$ cat config.mk
export PLATFORM = sky130hd
export DESIGN_NAME = ifmap_radr_gen_pd
export DESIGN_NICKNAME = d
export VERILOG_FILES = /design/src/rtl/ifmap_radr_gen_pd.sv
export SDC_FILE = /design/constraint.sdc
export NUM_CORES = 1
export LEC_CHECK = 0
export CAP_MARGIN = 20
export CORE_UTILIZATION = 35
export CTS_CLUSTER_DIAMETER = 120
export CTS_CLUSTER_SIZE = 10
export DETAILED_ROUTE_END_ITERATION = 10
export PLACE_DENSITY = 0.5
export RECOVER_POWER = 100
export SETUP_SLACK_MARGIN = 0.15
export SLEW_MARGIN = 30
export SYNTH_ARGS = -nofsm -noshare
export SYNTH_HDL_FRONTEND = slang
export SYNTH_SLANG_ARGS = --single-unit
$ cat constraint.sdc
create_clock -name clk -period 18.2 [get_ports clk]
set_clock_uncertainty 0.2 [all_clocks]
set_input_delay 4.55 -clock clk [delete_from_list [all_inputs] [get_ports clk]]
set_output_delay 4.55 -clock clk [all_outputs]
set_load 0.01 [all_outputs]
$ cat src/rtl/ifmap_radr_gen_pd.sv
// Read-address generator for the ifmap double buffer: walks the tiled-convolution
// loop nest with stride, dilation and zero-padding, flagging the final address.
module ifmap_radr_gen_pd #(
  parameter int BANK_ADDR_WIDTH = 8,
  parameter int CFG_WIDTH       = 8
) (
  input  logic                       clk,
  input  logic                       rst_n,
  input  logic                       adr_en,
  output logic [BANK_ADDR_WIDTH-1:0] adr,
  output logic                       adr_pad,
  output logic                       last,
  output logic                       done,
  input  logic                       config_en,
  input  logic [CFG_WIDTH*11-1:0]    config_data
);

  localparam int CW = 2*CFG_WIDTH + 2;
  localparam int AW = BANK_ADDR_WIDTH;

  // Packed so that config_data loads directly; index 10 is the MSB field.
  localparam int F_OX0 = 10, F_OY0 = 9, F_FX = 8, F_FY = 7, F_STR = 6, F_DIL = 5;
  localparam int F_PAD = 4, F_IX0 = 3, F_IY0 = 2, F_IC1 = 1, F_OC1 = 0;

  localparam int L_OX0 = 0, L_OY0 = 1, L_FX = 2, L_FY = 3, L_IC1 = 4, L_OC1 = 5;

  logic [10:0][CFG_WIDTH-1:0] cfg_q;
  logic [5:0][CFG_WIDTH-1:0]  cnt_q, cnt_d, cnt_max;
  logic [5:0]                 at_max;
  logic                       done_q;

  logic [CFG_WIDTH-1:0] str_e, dil_e, ix0_e, iy0_e;
  logic [CW-1:0]        iy, ix;

  function automatic logic [CFG_WIDTH-1:0] eff(input logic [CFG_WIDTH-1:0] v);
    return (v == '0) ? CFG_WIDTH'(1) : v;
  endfunction

  always_comb begin
    str_e = eff(cfg_q[F_STR]);
    dil_e = eff(cfg_q[F_DIL]);
    ix0_e = eff(cfg_q[F_IX0]);
    iy0_e = eff(cfg_q[F_IY0]);
    cnt_max[L_OX0] = eff(cfg_q[F_OX0]) - CFG_WIDTH'(1);
    cnt_max[L_OY0] = eff(cfg_q[F_OY0]) - CFG_WIDTH'(1);
    cnt_max[L_FX]  = eff(cfg_q[F_FX])  - CFG_WIDTH'(1);
    cnt_max[L_FY]  = eff(cfg_q[F_FY])  - CFG_WIDTH'(1);
    cnt_max[L_IC1] = eff(cfg_q[F_IC1]) - CFG_WIDTH'(1);
    cnt_max[L_OC1] = eff(cfg_q[F_OC1]) - CFG_WIDTH'(1);
  end

  // Ripple-carry odometer, innermost level first; a step at last wraps everything.
  always_comb begin
    logic carry;
    carry  = 1'b1;
    cnt_d  = cnt_q;
    at_max = '0;
    for (int unsigned l = 0; l < 6; l++) begin
      at_max[l] = (cnt_q[l] == cnt_max[l]);
      if (carry) begin
        if (at_max[l]) begin
          cnt_d[l] = '0;
        end else begin
          cnt_d[l] = cnt_q[l] + CFG_WIDTH'(1);
          carry    = 1'b0;
        end
      end
    end
  end

  assign last = &at_max;

  // Products are non-negative and fit in CW-1 bits, so the MSB is the sign after -PAD.
  always_comb begin
    iy = CW'(cnt_q[L_OY0]) * CW'(str_e) + CW'(cnt_q[L_FY]) * CW'(dil_e) - CW'(cfg_q[F_PAD]);
    ix = CW'(cnt_q[L_OX0]) * CW'(str_e) + CW'(cnt_q[L_FX]) * CW'(dil_e) - CW'(cfg_q[F_PAD]);
    adr_pad = iy[CW-1] | ix[CW-1] | (iy >= CW'(iy0_e)) | (ix >= CW'(ix0_e));
    adr = '0;
    if (!adr_pad) begin
      adr = (AW'(cnt_q[L_IC1]) * AW'(iy0_e) + AW'(iy)) * AW'(ix0_e) + AW'(ix);
    end
  end

  always_ff @(posedge clk or negedge rst_n) begin
    if (!rst_n) begin
      cfg_q  <= '0;
      cnt_q  <= '0;
      done_q <= 1'b0;
    end else if (config_en) begin
      cfg_q  <= config_data;
      cnt_q  <= '0;
      done_q <= 1'b0;
    end else if (adr_en) begin
      cnt_q  <= cnt_d;
      done_q <= last;
    end else begin
      done_q <= 1'b0;
    end
  end

  assign done = done_q;

endmodule

* Word-level counts from Yosys, hierarchy flattened
Cells that the tools add are included.
Word-level totals: flip-flop bits (word level) 137
Cells by class: $add $sub $neg 18, $mul 6, magnitude comparators 2, equal/unequal tests 6, muxes and demuxes 35, bitwise logic cells 3, reduce and logical (&&, ||, !) cells 22
Operators with widths (count):
- $mux W8 | 22
- $mux W48 | 2
- $logic_not A8 Y1 | 10
- $mul A8 B8 Y16 | 4
- $add A8 B1 Y8 const B | 6
- $eq A8 B8 Y1 | 6
- $sub A8 B1 Y8 const B | 6
- $ge A18 B8 Y1 | 2
- $sub A17 B8 Y18 | 2
- $add A16 B16 Y17 | 2
- $add A8 B8 Y8 | 2
- $mul A8 B8 Y8 | 2
- $reduce_bool A2 Y1 | 6
- $mux W1 | 11
- $reduce_and A2 Y1 | 5
- $reduce_and A6 Y1 | 1
- $or A1 B1 Y1 | 3

* Longest topological paths before layout
Gate-level depths: netlist of run 1.
depth in word-level cells 12, mapped depth 42

* Worst setup path after synthesis of run 1
No wires, ideal clock.
path type reg-to-output, start point register cfg_q[41] (netlist name), end point output port adr[7], data arrival time 11.813 ns, setup slack 1.637 ns, stages on the path, launching flop included 42, path buffers 2, path through dfrtp_1 > clkbuf_1 > nor4_1 > a21o_1 > clkbuf_1 > nand2_1 > fa_1 > inv_1 > fa_1 > inv_1 > fa_1 > inv_1 > fa_1 > inv_1 > fa_1 > inv_1 > fa_1 > ha_1 > [... 6 more ...] > fa_1 > fa_1 > ha_1 > xnor2_1 > nand2_1 > fa_1 > fa_1 > inv_1 > fa_1 > fa_1 > xnor2_1 > xnor2_1 > xnor2_1 > xnor2_1 > xnor3_1 > xnor2_1 > or3_1 > a2111oi_0
Between the ends: word-level cells in the longest chain between the ends 9, elaborated cells between the ends (all ways) 17, those cells by class add/sub: 6; mul: 3; order compare: 2; mux: 2; bitwise: 3; reduce/logical: 1
RTL lines:
- from (decl) | line 27 | logic [10:0][CFG_WIDTH-1:0] cfg_q;
- from (signal assigned) | line 90 | cfg_q <= config_data;
- $logic_not A8 Y1 | line 36 | return (v == '0) ? CFG_WIDTH'(1) : v;
- $mux W8 * | line 36
- $mul A8 B8 Y16, on equally long branches | line 75, 76
- $add A16 B16 Y17, on equally long branches | line 75, 76
- $sub A17 B8 Y18, on equally long branches | line 75, 76
- $add A8 B8 Y8 (tied with other cells) | line 80 | adr = (AW'(cnt_q[L_IC1]) * AW'(iy0_e) + AW'(iy)) * AW'(ix0_e) + AW'(ix);
- $mul A8 B8 Y8 / $or A1 B1 Y1 (equally long branches) | line 80, 77
- $add A8 B8 Y8 / $or A1 B1 Y1 (equally long branches) | line 80, 77
- $mux W8 * | line 79 | if (!adr_pad) begin
- to (decl) | line 10 | output logic [BANK_ADDR_WIDTH-1:0] adr,
Every way passes the cells marked *; elsewhere a longest branch is shown, timed or not.

* Worst setup path after layout of run 1
Ends and elaborated chain as after synthesis.

==> results of run 1 <==
synthesized netlist by cell type, types with 5 or more instances:
master,n
a211oi_1,7
a21o_1,14
a21oi_1,57
a31oi_1,13
and2_1,131
and3_1,29
buf_1,6
clkbuf_1,80
dfrtp_1,137
fa_1,246
ha_1,213
inv_1,354
mux2_2,62
mux2i_1,10
nand2_1,268
nand2b_1,20
nand3_1,21
nand4_1,15
nor2_1,47
nor2b_1,13
nor3_1,28
nor3b_1,10
nor4_1,16
nor4b_1,7
o211ai_1,5
o21a_1,6
o21ai_0,69
o21bai_1,7
o22ai_1,10
o31a_1,5
o31ai_1,7
or2_2,7
or3_1,11
or3b_2,8
or4_1,6
xnor2_1,64
xor2_1,39
cells by family (layout without fill, tap and decap cells):
logic type      Yosys count  in the layout  share of synthesized area (%)
mux                      73             73                           4.15
fa+ha+maj               459            459                           38.9
buf+inv                 444            506                           8.68
other cells               0              1                              0
xor+xnor                106            106                           4.97
simple gates            654            654                           17.2
compound gates          253            253                           8.42
flops                   137            137                           17.6
area by class of cell:
cell class                      instances  area [um2]  area share, %
Antenna cell                            1        2.50         0.0115
Clock buffer                           19         453           2.08
Clock inverter                         13         144          0.660
Inverter                              354        1330           6.09
Multi-Input combinational cell       1545       14400           66.0
Sequential cell                       137        3430           15.7
Tap cell                              748         936           4.29
Timing Repair Buffer                  120        1130           5.18
sequential cells by signal, summed over array words and instances, names as in the netlist:
| register | count |
|---|---|
| cfg_q | 88 |
| cnt_q | 48 |
| done | 1 |
worst max path at each step:
| stage | startpoint | endpoint | slack, ps | cells past startpoint |
|---|---|---|---|---|
| floorplan | cfg_q[41]$_DFFE_PN0P_ | adr[7] | 1640 | 41 |
| global placement | cfg_q[41]$_DFFE_PN0P_ | adr[7] | 860 | 42 |
| detailed placement | cfg_q[41]$_DFFE_PN0P_ | adr[7] | 770 | 42 |
| CTS | cfg_q[41]$_DFFE_PN0P_ | adr[7] | 180 | 42 |
| global route | cfg_q[41]$_DFFE_PN0P_ | adr[7] | 230 | 42 |
| finish | cfg_q[41]$_DFFE_PN0P_ | adr[7] | 810 | 42 |
repair_timing:
| item | in CTS | in global routing |
|---|---|---|
| resized for setup | 0 | 4 |
| buffers inserted | 0 | 0 |
| endpoints found under the setup margin | 0 | 1 |
worst max-delay path, delay by kind of cell (launching register included):
kind / cells / cell delay [ps]
simple gates: 4 / 850
flops: 1 / 360
xor+xnor: 7 / 1420
compound gates: 5 / 1070
fa+ha+maj: 16 / 7510
buf+inv: 10 / 980
metrics by stage:
step / utilization (%) / std cells / hold WS [ps] / power [mW]
after floorplan: - / 2126 / 283 / 1.79
after global placement: 38.5 / 2904 / 303 / 2.24
after detailed placement: 38.5 / 2904 / 301 / 2.24
after CTS: 39.6 / 2936 / 317 / 2.64
after global routing: 39.6 / 2936 / 343 / 2.95
final: 39.6 / 2937 / 312 / 2.64
layout by cell type (no fill, tap or decap), types with 62 or more instances in the layout:
cell type	instances
and2_1	131
clkdlybuf4s50_1	90
dfrtp_1	137
fa_1	246
ha_1	213
inv_1	354
mux2_2	62
nand2_1	268
o21ai_0	73
xnor2_1	63
power by group:
group	internal (mW)	switching, mW
Combinational	0.882	1.02
Clock	0.210	0.153
Sequential	0.326	0.0428
Total	1.42	1.22
routing by layer:
metal	global-route usage, %	wire length (um)	up-vias
met4	5.44	1270	0
met5	0	0	-
li1	-	-	7000
met3	2.34	1830	58
met1	26.0	23700	7450
met2	32.6	25400	275
==> results.tsv, run 1 <==
stage	metric	value	unit
drt	num_vias	14800	
worst_setup_path	critPathSlowestCell	fa_1	
worst_setup_path	worst-r2r-setup-slack	13610	ps
drt	number_of_drc_violations_after_detailed_routing	0	
place	post_dp_cell_area	0.0212	mm2
worst_setup_path	timing.critical_path.arrival	12640	ps
sta	max_clock_freq	57.5	MHz
synthesis	synth.yosys.seq_area_share	17.6	%
sta	final.setup.tns	0	ps
synthesis	synth_largest_type_area_fraction	25.3	%
worst_setup_path	r2r_end	cnt_q[42]$_DFFE_PN0P_	
cells_and_area	final.fill_count	5550	
worst_hold_path	min_to	cfg_q[40]$_DFFE_PN0P_	
die	initial_utilization	35.4	%
synthesis	postSynthRegisterBits	137	
power	vdd_drop_max	0.000237	V
place	placement.setup.worst_slack	771	ps
sta	grt_setup_unrepaired	false	
worst_setup_path	worst_setup_path_category	reg -> out	
drt	drt_first_iter_violations	752	
worst_setup_path	critPathMostFrequentCell	fa_1	
die	placementRows	86	
cells_and_area	final_design_area_no_fill	0.0218	mm2
drt	finalWirelength	52100	um
cts	cts-root-buf	clkbuf_16	
power	leakagePower	10.4	nW
sta	timing_max_transition_violations_final	278	
synthesis	postSynthNetCount	2677	
run_status	failed_checks	max-capacitance violations, max-slew violations	
synthesis	synthesis.yosys.warnings	0	
drt	detail-route-antenna-nets	0	
worst_setup_path	worst-path-max-fanout	18	
die	die_height	238	um
cts	tritoncts	yes	
worst_setup_path	worst_ep_required	13450	ps
die	die_area	0.0566	mm2
cells_and_area	drive_above_1_share	6.35	%
synthesis	cell_variety_after_synth	78	
cells_and_area	areaGrowthSynthToFinish	11.9	%
global_route	grt_start_max_net_pins	82	
synthesis	synth.top_cells.by_area	fa_1 (25%), dfrtp_1 (18%), ha_1 (14%)	
place	gp_congestion	0.887	
cts	cts_htree_levels	4	
synthesis	post_synth.cell_area_avg	9.17	um2
global_route	first_global_vias	15500	
worst_setup_path	worst_path_largest_cell_delay	540	ps
global_route	groute.usage.overall	19.3	%
worst_setup_path	rr_worst_depth	10	
synthesis	synth_async_sr_flop_share	100	%
worst_hold_path	min_from	cfg_q[40]$_DFFE_PN0P_	
cts	cts_hold_buffers	0	
sta	slew_headroom	-211	%
cells_and_area	final_net_count	2726	
job	maxCapViolCount	4	
drt	viasPerCell	5.03	
worst_setup_path	crit-reg2reg-launch	cfg_q[10]$_DFFE_PN0P_	
power	cellPowerDensity	121	mW/mm2
drt	wire_per_inst	17.8	um
worst_hold_path	hp-class	reg -> reg	
run_status	run_status	finished, violations left	
cts	cts_buffers	17	
synthesis	syn_area	0.0195	mm2
sta	final_period_minus_worst_setup_slack	17390	ps
synthesis	synth_edf_count	0	
synthesis	synth_top_cell_by_area	fa_1	
sta	worst-slew-pin-transition	4670	ps
global_route	grt_residual_overflow	0	
place	dp_hpwl	42300	um
die	floorplan.die.width	238	um
worst_hold_path	worst_hold_path.num_cells	1	
synthesis	synth_ff_type	dfrtp_1	
cts	clock_sinks	137	
die	ios	103	
sta	worst_slack	813	ps
synthesis	syn-instance-count	2126	
worst_setup_path	critical_path.endpoint_type	primary output	
cts	clk_path_buf_depth	2	
die	coreArea	0.0551	mm2
cts	worst_setup_hold_path_clk_slew	70	ps
sta	hold_violations	0	
sta	timing.final.crit_share	95.5	%
cts	clock_latency	450	ps
place	port_buffers	102	
worst_setup_path	worst_setup_path_start_kind	flop	
global_route	grt_first_pass_wirelength	85600	um
sta	setup_violations	0	
global_route	antenna_violations_before_repair	4	
drt	drt_first_pass_iters	9	
Power figures use the tool's default switching activity.
==> run 2, diff against run 1 <==
- GPL_TIMING_DRIVEN: unset -> 1
==> results of run 2 <==
Final layout, timing and power as in run 1 (identical DEF).
